--- config.mk ---
export PLATFORM = sky130hd
export DESIGN_NAME = aes_round_sequencer
export DESIGN_NICKNAME = d
export VERILOG_FILES = /design/src/rtl/aes_seq_pkg.sv /design/src/rtl/aes_shift_gather.sv /design/src/rtl/aes_round_sequencer.sv
export SDC_FILE = /design/constraint.sdc
export NUM_CORES = 1
export LEC_CHECK = 0
export CAP_MARGIN = 20
export CORE_MARGIN = 2
export CORE_UTILIZATION = 30
export CTS_BUF_LIST = sky130_fd_sc_hd__clkbuf_8
export DETAILED_ROUTE_END_ITERATION = 16
export SLEW_MARGIN = 20
export SYNTH_ARGS = -nofsm -noshare
export SYNTH_HDL_FRONTEND = slang
export SYNTH_HIERARCHICAL = 1
export SYNTH_SLANG_ARGS = --single-unit
--- constraint.sdc ---
create_clock -name Clk -period 6.7 [get_ports Clk]
set_input_delay 1.34 -clock Clk [delete_from_list [all_inputs] [get_ports Clk]]
set_output_delay 1.34 -clock Clk [all_outputs]
set_load 0.01 [all_outputs]
--- src/rtl/aes_seq_pkg.sv ---
// aes_seq_pkg: shared FSM type, key-length encodings and index helpers for the AES round sequencer
package aes_seq_pkg;
  localparam int RK_IDX_BITS = 6;
  localparam int ROUND_BITS = 4;
  typedef enum logic [1:0] {IDLE, RUN, DONE} seqState_t;
  typedef enum logic [1:0] {KEY_128 = 2'd0, KEY_192 = 2'd1, KEY_256 = 2'd2, KEY_RSVD = 2'd3} keyLen_t;
  function automatic logic [ROUND_BITS-1:0] nr_of(input logic [1:0] keyLen);
    return keyLen == KEY_192 ? 4'd12 : keyLen == KEY_256 ? 4'd14 : 4'd10;
  endfunction
  function automatic logic [RK_IDX_BITS-1:0] rk_index(input logic dec, input logic [ROUND_BITS-1:0] round,
                                                      input logic [ROUND_BITS-1:0] nr, input logic [1:0] col);
    logic [ROUND_BITS-1:0] r;
    r = dec ? nr - round : round;
    return {r, col};
  endfunction
endpackage

--- src/rtl/aes_shift_gather.sv ---
// aes_shift_gather: picks one (Inv)ShiftRows-ed column out of the 128-bit state
module aes_shift_gather (
  input  logic [127:0] stateIn,
  input  logic [1:0]   col,
  input  logic         dec,
  input  logic         bypass,
  output logic [31:0]  colOut
);
  for (genvar r = 0; r < 4; r++) begin : g_row
    logic [1:0] src;
    assign src = bypass ? col : dec ? col - 2'(r) : col + 2'(r);
    assign colOut[31-8*r -: 8] = stateIn[127-32*src-8*r -: 8];
  end
endmodule

--- src/rtl/aes_round_sequencer.sv ---
// aes_round_sequencer: owns the AES state and feeds the masked column datapath one column per cycle
module aes_round_sequencer
  import aes_seq_pkg::*;
#(
  parameter int RK_IDX_W = RK_IDX_BITS,
  parameter int ROUND_W = ROUND_BITS
) (
  input  logic                Clk,
  input  logic                Resetn,
  input  logic                InValid,
  output logic                InReady,
  input  logic [127:0]        InBlock,
  input  logic                InDec,
  input  logic [1:0]          KeyLen,
  output logic                OutValid,
  input  logic                OutReady,
  output logic [127:0]        OutBlock,
  output logic                Busy,
  output logic [RK_IDX_W-1:0] RkIdx,
  input  logic [31:0]         RkWord,
  input  logic [31:0]         MaskIn,
  output logic [31:0]         DpDataIn,
  output logic [31:0]         DpMaskIn,
  output logic [31:0]         DpRoundKey,
  output logic                DpEnc,
  output logic                DpDec,
  output logic                DpKeyEn,
  output logic                DpFirst,
  output logic                DpLast,
  input  logic [31:0]         DpDataOut
);
  seqState_t fsm, fsmNext;
  logic [127:0] state;
  logic [31:0] nextBuf [3];
  logic [ROUND_W-1:0] round, nr;
  logic [1:0] col;
  logic dec, run, accept, lastCol;

  assign accept = InValid && InReady;
  assign lastCol = col == 2'd3 && round == nr;
  assign run = fsm == RUN;
  assign DpMaskIn = MaskIn;
  assign DpRoundKey = RkWord;
  assign DpKeyEn = 1'b0;

  aes_shift_gather u_gather (
    .stateIn(state),
    .col(col),
    .dec(dec),
    .bypass(round == '0),
    .colOut(DpDataIn)
  );

  // state register
  always_ff @(posedge Clk) fsm <= Resetn ? fsmNext : IDLE;

  // next-state: accept -> run all columns of all rounds -> hold result until consumed
  always_comb begin
    fsmNext = fsm;
    case (fsm)
      IDLE: fsmNext = accept ? RUN : IDLE;
      RUN: fsmNext = lastCol ? DONE : RUN;
      DONE: fsmNext = OutReady ? IDLE : DONE;
      default: fsmNext = IDLE;
    endcase
  end

  // handshakes, datapath strobes and result are gated by FSM state so nothing leaks outside DONE
  always_comb begin
    InReady = fsm == IDLE && Resetn;
    OutValid = fsm == DONE;
    Busy = fsm != IDLE;
    OutBlock = fsm == DONE ? state : '0;
    DpEnc = run && !dec;
    DpDec = run && dec;
    DpFirst = run && round == '0;
    DpLast = run && round == nr;
    RkIdx = run ? rk_index(dec, round, nr, col) : '0;
  end

  // capture on accept; buffer columns 0..2 so the gather keeps reading the old state until column 3
  always_ff @(posedge Clk) begin
    if (!Resetn) begin
      state <= '0;
      nextBuf <= '{default: '0};
      round <= '0;
      nr <= '0;
      col <= '0;
      dec <= 1'b0;
    end else if (accept) begin
      state <= InBlock;
      dec <= InDec;
      nr <= nr_of(KeyLen);
      round <= '0;
      col <= '0;
    end else if (run) begin
      if (col == 2'd3) begin
        state <= {nextBuf[0], nextBuf[1], nextBuf[2], DpDataOut};
        round <= round + 1'b1;
      end else nextBuf[col] <= DpDataOut;
      col <= col + 1'b1;
    end
  end
endmodule

==> impl_metrics.env <==
export IMPL_status="complete, no violations"
export IMPL_num_vias=12100
export IMPL_drive_above_1_share=0.0549
export IMPL_max_freq_mhz=184
export IMPL_num_rows=74
export IMPL_ios=469
export IMPL_async_flop_share=0
export IMPL_ant_nets=0
export IMPL_cts_htree_levels=2
export IMPL_synth_area_leaders="dfxtp_1, nand2_1, a311oi_1"
export IMPL_use_met1=0.267
export IMPL_antenna_cells=0
export IMPL_grt_pass1_vias=11900
export IMPL_clock_sinks=236
export IMPL_ir_worst_vdd_uv=98.7
export IMPL_synth_top_area_frac=0.377
export IMPL_worst_pin_slew_ns=1.09
export IMPL_synth_edf_count=0
export IMPL_fin_crit_ns=5.42
export IMPL_grt_use_met2=0.332
export IMPL_drv_slew=0
export IMPL_grt_busiest_layer="met2"
export IMPL_cts_made_buffers=43
export IMPL_p_total_mw=3.30
export IMPL_end_kind="primary output"
export IMPL_area_growth_pct=31.0
export IMPL_setup_tns_ns=0
export IMPL_power_leakage_nw=5.66
export IMPL_grt_setup_unrepaired="false"
export IMPL_maxSlewHeadroom=0.276
export IMPL_whs_ns=0.454
export IMPL_cts_tree="done"
export IMPL_final_cell_area_um2=16400
export IMPL_clockRootBuffer="clkbuf_8"
export IMPL_syn_avg_cell_area_um2=7.71
export IMPL_wire_per_inst_um=18.9
export IMPL_drt_iter0_markers=893
export IMPL_dp_slack_ns=1.91
export IMPL_placed_area_um2=15600
export IMPL_final_nets=2058
export IMPL_die_h_um=208
export IMPL_clk_pin_slew_worst_paths_ns=0.06
export IMPL_dr_pass1_iters=5
export IMPL_start_util=0.305
export IMPL_setup_ws_ns=1.28
export IMPL_core_area_um2=41000
export IMPL_clock_latency_ns=0.55
export IMPL_drc=0
export IMPL_grt_overflow_total=0
export IMPL_gp_congestion=0.820
export IMPL_hold_viol=0
export IMPL_ctsResizeCount=0
export IMPL_setup_viol_count_final=0
export IMPL_routed_wl_um=44800
export IMPL_dieWidth_um=208
export IMPL_die_area_um2=43400
export IMPL_cp_start_kind="flip-flop"
export IMPL_fin_util=0.400
export IMPL_cts_buffer_depth=3
export IMPL_drv_cap=0
export IMPL_ys_ff_latch=236
export IMPL_netlist_area_um2=12500
export IMPL_synthCells=1624
export IMPL_synth_most_common_cell="nand2_1"
export IMPL_fin_crit_sh=0.809
export IMPL_grt_max_degree=143
export IMPL_synth_seq_area_share=0.377
export IMPL_avgViaCountPerCell=5.11
export IMPL_yosysWarningCount=6
export IMPL_yosys_area_top_type="dfxtp_1"
export IMPL_worstPathArrival_ns=4.08
export IMPL_cp_max_fo=9
export IMPL_numPortBuffers=339
export IMPL_ctsHoldBuffers=0
export IMPL_yosysUniqueCellTypes=51
export IMPL_min_path_type="flip-flop to flip-flop"
export IMPL_p_per_area_nw_per_um2=201
export IMPL_track_usage=0.201
export IMPL_finalNonFillerCells=2373
export IMPL_dp_cells=2303
export IMPL_place_hpwl_um=30200
export IMPL_post_cts_buffers=0
export IMPL_skew_ns=0.0151
export IMPL_required_ns=5.36
export IMPL_critPathKind="flip-flop to primary output"
export IMPL_antenna_found_initial=0
export IMPL_grt_pass1_wl_um=70100
export IMPL_synth_net_count=1866
export IMPL_fillerInstances=4193
export IMPL_ys_flop_type="dfxtp_1"
export IMPL_grtUsageMet3=0.0364
export IMPL_synth_common_cells="nand2_1, dfxtp_1, nor2_1"
[layout make-up]
| cell class | count | area, um2 | area share |
|---|---|---|---|
| flip-flops and latches | 236 | 4730 | 0.288 |
| inverters | 13 | 53.8 | 0.00328 |
| multi-input cells | 1172 | 6630 | 0.404 |
| clock inverters | 18 | 96.3 | 0.00587 |
| repair buffers | 350 | 3510 | 0.214 |
| well taps | 532 | 666 | 0.0406 |
| clock buffers | 52 | 716 | 0.0436 |
[flip-flops by register name (all words and copies together), names as in the netlist]
name and count:
state 128, fsm 2, nr 3, col 2, round 4, nextBuf 96, dec 1
[report_power, final]
group          total [mW]  leakage (nW)  internal (mW)  switching, mW
Sequential           1.54          1.93           1.47         0.0692
Combinational       0.428          3.26          0.216          0.212
Clock                1.33         0.476          0.731          0.601
Total                3.30          5.66           2.42          0.882
[critical path, cell delays in order (launching register included)]
cell	delay, ns
dfxtp_1	0.38
inv_1	0.17
ha_1	0.15
nor3b_2	0.61
clkinv_1	0.62
a21boi_4	0.42
o21ai_0	0.14
a31oi_1	0.41
clkdlybuf4s50_1	0.63
[worst paths after layout]
check | start | endpoint | slack [ns] | cells after the start
worst min register to register | nextBuf[36]$_SDFFE_PN0P_ | nextBuf[36]$_SDFFE_PN0P_ | 0.45 | 2
worst max register to register | col[1]$_SDFFE_PP0P_ | state[4]$_SDFFE_PN0P_ | 3.53 | 5
worst max-delay path | round[0]$_SDFFE_PP0P_ | DpDataIn[0] | 1.28 | 8
worst min-delay path | nextBuf[36]$_SDFFE_PN0P_ | nextBuf[36]$_SDFFE_PN0P_ | 0.45 | 2
[cells by family (layout without fill, tap and decap cells)]
logic type | Yosys count | in the layout | synth area share
simple gates | 815 | 815 | 0.281
compound gates | 289 | 289 | 0.166
flops | 236 | 236 | 0.377
buf+inv | 216 | 433 | 0.0980
mux | 48 | 48 | 0.0559
fa+ha+maj | 11 | 11 | 0.0116
xor+xnor | 8 | 8 | 0.00920
other cells | 1 | 1 | 0.000300
[per-layer routing]
metal	wire (um)	vias up
met5	0	-
met1	20000	5748
met3	2890	72
met2	20800	474
li1	-	5825
met4	1050	0
[layout by cell type, fill, tap and decap left out, types with 3 or more instances in the layout]
master / instances
o2111ai_1: 8
a311oi_1: 128
clkbuf_8: 52
and2_2: 3
mux4_1: 5
a31oi_1: 8
o221ai_1: 8
ha_1: 10
nor2b_1: 17
buf_12: 3
clkdlybuf4s50_1: 339
inv_1: 26
mux4_2: 11
nand3_1: 9
nor2_1: 164
and2_1: 129
a22o_1: 8
mux2i_1: 32
a221oi_1: 8
a21oi_1: 106
buf_4: 8
nor3b_2: 3
nand2_1: 470
nand2_2: 4
nand2b_1: 4
dfxtp_1: 234
o21ai_0: 9
(Power assumes the default switching activity.)
